### src/rtl/num_display_scan_if.sv
// Bus between a datapath value register and the numeric display scanner.
// master: the side that owns the value being displayed.
// slave : the display scanner, which drives segments, anodes and status.
interface num_display_scan_if #(
    parameter int VALUE_W = 16,
    parameter int DIGITS  = 4
);
    logic [VALUE_W-1:0]  value;
    logic [6:0]          seg;
    logic [DIGITS-1:0]   an;
    logic [2:0]          digit_sel;
    logic [4*DIGITS-1:0] bcd;
    logic                busy;
    logic                done;
    logic                overflow;

    modport master (
        output value,
        input  seg, an, digit_sel, bcd, busy, done, overflow
    );

    modport slave (
        input  value,
        output seg, an, digit_sel, bcd, busy, done, overflow
    );
endinterface

### src/rtl/num_display_scan.sv
// Binary-to-BCD numeric display driver.
// A sequential double-dabble engine converts the input one bit per clock,
// and DIGITS seven-segment digits are time-multiplexed with a programmable
// refresh divider. Optional build macro LEADING_ZERO_BLANK_EN blanks digits
// above the most significant nonzero digit (digit 0 is always shown).
module num_display_scan #(
    parameter int VALUE_W     = 16,
    parameter int DIGITS      = 4,
    parameter int REFRESH_DIV = 50000,
    parameter int ACTIVE_LOW  = 1
) (
    input  logic              clk,
    input  logic              reset,
    num_display_scan_if.slave disp
);

    function automatic logic [63:0] pow10(input int n);
        logic [63:0] r;
        r = 64'd1;
        for (int i = 0; i < n; i++) r = r * 64'd10;
        return r;
    endfunction

    // Decimal digits needed for 2**VALUE_W: floor(VALUE_W*log10(2)) + 1.
    localparam int ACC_MIN = (VALUE_W * 30103) / 100000 + 1;
    localparam int ACC_N   = (ACC_MIN > DIGITS) ? ACC_MIN : DIGITS;
    localparam int ACC_W   = 4 * ACC_N;
    localparam int CNT_W   = $clog2(VALUE_W + 1);
    localparam int RCNT_W  = (REFRESH_DIV > 1) ? $clog2(REFRESH_DIV) : 1;
    localparam logic [63:0]       LIMIT   = pow10(DIGITS);
    localparam logic [6:0]        SEG_OFF = (ACTIVE_LOW != 0) ? 7'h7F : 7'h00;
    localparam logic [DIGITS-1:0] AN_OFF  = (ACTIVE_LOW != 0) ? {DIGITS{1'b1}} : {DIGITS{1'b0}};

    // Double-dabble correction: every nibble >= 5 gets +3 before the shift.
    function automatic logic [ACC_W-1:0] dd_adjust(input logic [ACC_W-1:0] a);
        logic [ACC_W-1:0] r;
        for (int i = 0; i < ACC_N; i++) begin
            r[4*i +: 4] = (a[4*i +: 4] >= 4'd5) ? a[4*i +: 4] + 4'd3 : a[4*i +: 4];
        end
        return r;
    endfunction

    // Active-high segment pattern {g,f,e,d,c,b,a}; non-decimal nibbles blank.
    function automatic logic [6:0] seg7(input logic [3:0] n);
        case (n)
            4'd0:    return 7'h3F;
            4'd1:    return 7'h06;
            4'd2:    return 7'h5B;
            4'd3:    return 7'h4F;
            4'd4:    return 7'h66;
            4'd5:    return 7'h6D;
            4'd6:    return 7'h7D;
            4'd7:    return 7'h07;
            4'd8:    return 7'h7F;
            4'd9:    return 7'h6F;
            default: return 7'h00;
        endcase
    endfunction

    typedef enum logic [1:0] {IDLE, SHIFT, DONE} state_t;

    state_t              state_q, state_d;
    logic                busy_q, busy_d;
    logic                done_q, done_d;
    logic [4*DIGITS-1:0] bcd_q, bcd_d;
    logic                ovf_q, ovf_d;
    logic [VALUE_W-1:0]  last_q, last_d;
    logic                load, step;

    logic [VALUE_W-1:0]  shift_q;
    logic [VALUE_W-1:0]  latched_q;
    logic [ACC_W-1:0]    acc_q;
    logic [ACC_W-1:0]    acc_adj;
    logic [CNT_W-1:0]    cnt_q;

    logic [RCNT_W-1:0]   rcnt_q, rcnt_d;
    logic [2:0]          digit_sel_q, digit_sel_d;
    logic [6:0]          seg_q, seg_d;
    logic [DIGITS-1:0]   an_q, an_d;
    logic [3:0]          nib;
    logic [6:0]          seg_hi;
    logic [DIGITS-1:0]   an_hi;
`ifdef LEADING_ZERO_BLANK_EN
    logic [2:0]          msd;
`endif

    assign acc_adj = dd_adjust(acc_q);

    // Converter control registers; reset aborts any conversion in flight.
    always_ff @(posedge clk or posedge reset) begin
        if (reset) begin
            state_q <= IDLE;
            busy_q  <= 1'b0;
            done_q  <= 1'b0;
            bcd_q   <= '0;
            ovf_q   <= 1'b0;
            last_q  <= '0;
        end else begin
            state_q <= state_d;
            busy_q  <= busy_d;
            done_q  <= done_d;
            bcd_q   <= bcd_d;
            ovf_q   <= ovf_d;
            last_q  <= last_d;
        end
    end

    // Converter FSM: compare in IDLE, VALUE_W shift steps, then publish.
    always_comb begin
        state_d = state_q;
        done_d  = 1'b0;
        bcd_d   = bcd_q;
        ovf_d   = ovf_q;
        last_d  = last_q;
        load    = 1'b0;
        step    = 1'b0;
        case (state_q)
            IDLE: begin
                if (disp.value != last_q) begin
                    load    = 1'b1;
                    state_d = SHIFT;
                end
            end
            SHIFT: begin
                step = 1'b1;
                if (cnt_q == CNT_W'(1)) state_d = DONE;
            end
            DONE: begin
                bcd_d   = acc_q[4*DIGITS-1:0];
                ovf_d   = (64'(latched_q) >= LIMIT);
                last_d  = latched_q;
                done_d  = 1'b1;
                state_d = IDLE;
            end
            default: state_d = IDLE;
        endcase
        busy_d = (state_d == SHIFT);
    end

    // Conversion datapath; loaded before use, so it needs no reset.
    always_ff @(posedge clk) begin
        if (load) begin
            shift_q   <= disp.value;
            latched_q <= disp.value;
            acc_q     <= '0;
            cnt_q     <= CNT_W'(VALUE_W);
        end else if (step) begin
            acc_q   <= {acc_adj[ACC_W-2:0], shift_q[VALUE_W-1]};
            shift_q <= shift_q << 1;
            cnt_q   <= cnt_q - CNT_W'(1);
        end
    end

    // Refresh divider and digit index.
    always_comb begin
        rcnt_d      = rcnt_q + RCNT_W'(1);
        digit_sel_d = digit_sel_q;
        if (rcnt_q == RCNT_W'(REFRESH_DIV - 1)) begin
            rcnt_d      = '0;
            digit_sel_d = (digit_sel_q == 3'(DIGITS - 1)) ? 3'd0 : digit_sel_q + 3'd1;
        end
    end

    // Segment/anode decode for the digit currently selected.
    always_comb begin
        nib = 4'd0;
        for (int i = 0; i < DIGITS; i++) begin
            if (digit_sel_q == 3'(i)) nib = bcd_q[4*i +: 4];
        end
        seg_hi = ovf_q ? 7'h40 : seg7(nib);
`ifdef LEADING_ZERO_BLANK_EN
        msd = 3'd0;
        for (int i = 1; i < DIGITS; i++) begin
            if (bcd_q[4*i +: 4] != 4'd0) msd = 3'(i);
        end
        if (!ovf_q && (digit_sel_q > msd)) seg_hi = 7'h00;
`endif
        an_hi = DIGITS'(1) << digit_sel_q;
        seg_d = (ACTIVE_LOW != 0) ? ~seg_hi : seg_hi;
        an_d  = (ACTIVE_LOW != 0) ? ~an_hi : an_hi;
    end

    // Scan registers; segments and anodes are registered and start dark.
    always_ff @(posedge clk or posedge reset) begin
        if (reset) begin
            rcnt_q      <= '0;
            digit_sel_q <= 3'd0;
            seg_q       <= SEG_OFF;
            an_q        <= AN_OFF;
        end else begin
            rcnt_q      <= rcnt_d;
            digit_sel_q <= digit_sel_d;
            seg_q       <= seg_d;
            an_q        <= an_d;
        end
    end

    assign disp.seg       = seg_q;
    assign disp.an        = an_q;
    assign disp.digit_sel = digit_sel_q;
    assign disp.bcd       = bcd_q;
    assign disp.busy      = busy_q;
    assign disp.done      = done_q;
    assign disp.overflow  = ovf_q;

endmodule

### src/flat_wrapper.sv
// flat-port wrapper written by rule: the top's interface ports become plain ports
module num_display_scan_flat 
#(
    parameter int VALUE_W     = 16,
    parameter int DIGITS      = 4,
    parameter int REFRESH_DIV = 50000,
    parameter int ACTIVE_LOW  = 1
)
  (clk, reset, disp_value, disp_seg, disp_an, disp_digit_sel, disp_bcd, disp_busy, disp_done, disp_overflow);
  num_display_scan_if #(.VALUE_W(VALUE_W), .DIGITS(DIGITS)) disp_i ();
  input  logic clk;
  input  logic reset;
  input wire logic [$bits(disp_i.value)-1:0] disp_value;
  output wire logic [$bits(disp_i.seg)-1:0] disp_seg;
  output wire logic [$bits(disp_i.an)-1:0] disp_an;
  output wire logic [$bits(disp_i.digit_sel)-1:0] disp_digit_sel;
  output wire logic [$bits(disp_i.bcd)-1:0] disp_bcd;
  output wire logic [$bits(disp_i.busy)-1:0] disp_busy;
  output wire logic [$bits(disp_i.done)-1:0] disp_done;
  output wire logic [$bits(disp_i.overflow)-1:0] disp_overflow;
  assign disp_i.value = disp_value;
  assign disp_seg = disp_i.seg;
  assign disp_an = disp_i.an;
  assign disp_digit_sel = disp_i.digit_sel;
  assign disp_bcd = disp_i.bcd;
  assign disp_busy = disp_i.busy;
  assign disp_done = disp_i.done;
  assign disp_overflow = disp_i.overflow;
  num_display_scan #(.VALUE_W(VALUE_W), .DIGITS(DIGITS), .REFRESH_DIV(REFRESH_DIV), .ACTIVE_LOW(ACTIVE_LOW)) u_core (.clk(clk), .reset(reset), .disp(disp_i));
endmodule
### config.mk
export PLATFORM = sky130hd
export DESIGN_NAME = num_display_scan_flat
export DESIGN_NICKNAME = d
export VERILOG_FILES = /design/src/rtl/num_display_scan_if.sv /design/src/rtl/num_display_scan.sv /design/src/flat_wrapper.sv
export SDC_FILE = /design/constraint.sdc
export NUM_CORES = 1
export LEC_CHECK = 0
export ABC_AREA = 0
export CELL_PAD_IN_SITES_DETAIL_PLACEMENT = 0
export CELL_PAD_IN_SITES_GLOBAL_PLACEMENT = 2
export CORE_ASPECT_RATIO = 2
export CORE_UTILIZATION = 25
export CTS_BUF_LIST = sky130_fd_sc_hd__clkbuf_2
export DETAILED_ROUTE_END_ITERATION = 6
export PLACE_DENSITY_LB_ADDON = 0.12
export SLEW_MARGIN = 10
export SYNTH_ARGS = -nofsm -noshare
export SYNTH_HDL_FRONTEND = slang
export SYNTH_SLANG_ARGS = --single-unit
export TNS_END_PERCENT = 50
### constraint.sdc
create_clock -name clk -period 3.75 [get_ports clk]
set_input_delay 0.375 -clock clk [delete_from_list [all_inputs] [get_ports clk]]
set_output_delay 0.375 -clock clk [all_outputs]
set_load 0.005 [all_outputs]
==> out/qor.txt <==
Vias: 3573
Max Buffers Root-to-Sink: 2
Comb pwr share: 33.7%
Vias in the first global route: 3788
CP Capture Type: flip-flop
Die Footprint: 0.0222 mm2
Critical Path AT: 3.44 ns
Clock share of power: 19.9%
Synth unique cells: 49
NetSw: 1.49 mW
Layout cell share with drive strength beyond 1: 16.9%
Reg2reg path depth: 9
EDFF count, synth: 32
Mapped Area: 0.00538 mm2
Max-cap violations: 0
Router iterations before antenna repair: 4
Floorplan row count: 75
CP top delay family: compound AO/OA/AOI/OAI gates
Register area share after synthesis: 57.1%
Overflow after GRT: 0
Synth Register Bits: 120
IO Port Bufs: 50
Ys async rst share: 55.8%
Mapped Avg Cell Area: 11.8 um2
Core area: 0.0210 mm2
Outcome: complete, no violations
First-pass GRT wire length: 20600 um
Post-route DRC: 0
Final Max Slew Viols: 0
Area Growth Syn to Fin: 20.5%
Crit Path Max Fanout: 5
Setup Crit Path Kind: flip-flop to flip-flop
Gate Count Post-Synth: 455
Peak VDD IR: 0.310 mV
Chip width: 106 um
Hold WC Path Type: input pin to flip-flop
Stages on worst setup path: 9
Die Span Y: 209 um
Initial DRC count: 99
Setup WS post-layout: 0.967 ns
Final core utilization: 30.9%
Crit share post-route: 74.2%
Post-DP HPWL: 9290 um
Largest net degree at the start of global routing: 68
CTS buffer count: 17
Primary FF master, synth: dfrtp_1
Total negative slack: 0 ns
Reg-to-reg startpoint: u_core.disp.digit_sel[0]
P per Cell Area: 679 mW/mm2
Worst path bufs/invs: 2
P_int: 2.91 mW
Number of clock sinks: 120
H-tree lvl count: 4
Slew headroom: 45.3%
Starting density of the core: 25.6%
Crit-path slowest cell: a32oi_1
CTS tree: yes
Worst skew pair latency: 0.70 ns
Max frequency: 0.359 GHz
Worst r2r dst: u_core.disp.seg[5]
Initial antenna violation count: 1
GRT Resource Usage Total: 12.5%
Post-CTS setup buffers: 0
CTS Root Cell: clkbuf_2
Endpoints failing hold: 0
Placed insts: 767
Max incr delay on CP: 0.49 ns
Syn nets: 493
Vias per inst: 4.46
Wire length per cell: 15.9 um
Synth warn: 0
Clk pin slew, worst setup/hold paths: 0.20 ns
Post-DRT Antenna Nets: 0
Routed wire length: 12700 um
Final net count: 556
FF-to-FF setup slack: 0.97 ns
Crit path to: u_core.disp.seg[5]
Worst EP required: 4.41 ns
Post-layout minimum cycle time: 2.78 ns
I/O pin count: 51
Setup-failing EPs final: 0
Seq pwr share: 46.3%
Startpoint Class: flip-flop
Setup Skew: 0.0416 ns
Worst-path cell chain: inv_1, ha_1, nor2b_2, a221o_2, a32oi_1, inv_1, ha_1, or3_1, a31o_1
Sw Share: 33.9%
Gpl congestion: 0.715
RSZ-0062 raised after global routing: no
Worst Tran Pin Value: 0.817 ns
Fin cells: 801
Place WS: 0.755 ns
CP startpoint: u_core.disp.digit_sel[0]
Static leakage: 2.70 nW
[state kept, by name, indices dropped and copies added (netlist names), 2 cells and up]
name                   flops
u_core.latched_q          16
u_core.shift_q            16
u_core.rcnt_q             16
u_core.last_q             16
u_core.disp.bcd           16
u_core.acc_q              16
u_core.disp.seg            7
u_core.state_q             2
u_core.cnt_q               5
u_core.disp.digit_sel      3
u_core.disp.an             4
[worst min-delay path by stage]
stage                             from                  end  slack (ns)  cells past startpoint
floorplan           u_core.shift_q[15]      u_core.acc_q[0]        0.42                      2
global placement    u_core.shift_q[15]      u_core.acc_q[0]        0.44                      2
detailed placement  u_core.shift_q[15]      u_core.acc_q[0]        0.44                      2
CTS                      disp_value[5]  u_core.latched_q[5]        0.21                      1
global route             disp_value[5]  u_core.latched_q[5]        0.22                      1
finish                   disp_value[5]  u_core.latched_q[5]        0.30                      1
[per-stage QoR]
step                      hold WS, ns  power (mW)  cell area [um2]
after floorplan                 0.418        2.99             5380
after global placement          0.436        3.57             6230
after detailed placement        0.444        3.60             6230
after CTS                       0.212        4.51             6480
after global routing            0.221        4.76             6480
final                           0.303        4.40             6480
[per-layer routing]
| metal | wire length, um | vias to the layer above | track usage (%) |
|---|---|---|---|
| met3 | 309 | 14 | 3.01 |
| met2 | 7540 | 57 | 24.6 |
| met4 | 233 | 0 | 5.17 |
| met1 | 4650 | 1770 | 12.1 |
| li1 | - | 1732 | - |
| met5 | 0 | - | 0 |
[cell usage after synthesis, types with 6 or more instances]
master / number / area (um2)
a21boi_0: 7 / 52.6
a21oi_1: 13 / 65.1
clkbuf_1: 8 / 30.0
dfrtp_1: 56 / 1400
dfstp_2: 11 / 289
dfxtp_1: 21 / 420
edfxtp_1: 32 / 961
ha_1: 20 / 250
inv_1: 31 / 116
mux2_2: 32 / 360
mux2i_1: 6 / 60.1
nand2_1: 28 / 105
nand2b_1: 10 / 62.6
nand3_1: 12 / 60.1
nand4_1: 9 / 56.3
nor2_1: 26 / 97.6
o21ai_0: 28 / 140
o22ai_1: 11 / 68.8
xnor2_1: 28 / 245
xor2_1: 6 / 52.6
[power groups by stage]
stage          clock (mW)  sequential (mW)  combinational (mW)
2_1_floorplan           0             1.98                1.00
6_report            0.878             2.04                1.48
3_5_place_dp            0             2.09                1.52
3_3_place_gp            0             2.08                1.49
5_1_grt             0.980             2.10                1.68
4_1_cts             0.937             2.05                1.52
[repair_timing]
action / in CTS / in global routing
gates resized for setup: 0 / 0
setup endpoints to repair: 0 / 0
hold buffers: 1 / 0
hold endpoints to repair: 22 / 0
[final cells by class]
class | count | area [um2]
well taps | 269 | 337
repair buffers | 58 | 588
fillers | 2226 | 14500
diodes | 1 | 2.50
inverters | 31 | 116
flip-flops and latches | 120 | 3070
clock buffers | 22 | 110
clock inverters | 10 | 128
multi-input cells | 290 | 2130
[cells by family (layout without fill, tap and decap cells)]
| kind of cell | Yosys count | in the layout | share of synthesized area (%) |
|---|---|---|---|
| other | 0 | 1 | 0 |
| AOI/OAI and AO/OA | 79 | 79 | 9.90 |
| buffers and inverters | 45 | 121 | 3.42 |
| muxes | 41 | 41 | 8.44 |
| DFF | 120 | 120 | 57.1 |
| and+or+nand+nor | 116 | 116 | 11.0 |
| xor gates and xnor gates | 34 | 34 | 5.53 |
| adders and majority gates | 20 | 20 | 4.65 |
[layout by cell type (no fill, tap or decap), types with 6 or more instances in the layout]
| cell | instances |
|---|---|
| dfxtp_1 | 21 |
| nand2_1 | 27 |
| mux2i_1 | 6 |
| o22ai_1 | 11 |
| clkdlybuf4s50_1 | 50 |
| xnor2_1 | 28 |
| mux2_2 | 32 |
| nand3_1 | 12 |
| dfstp_2 | 11 |
| edfxtp_1 | 32 |
| nor2_1 | 26 |
| o21ai_0 | 28 |
| clkbuf_2 | 22 |
| a21boi_0 | 7 |
| xor2_1 | 6 |
| dfrtp_1 | 56 |
| a21oi_1 | 12 |
| ha_1 | 20 |
| nand4_1 | 9 |
| nand2b_1 | 10 |
| inv_1 | 30 |
(Power assumes the default switching activity.)
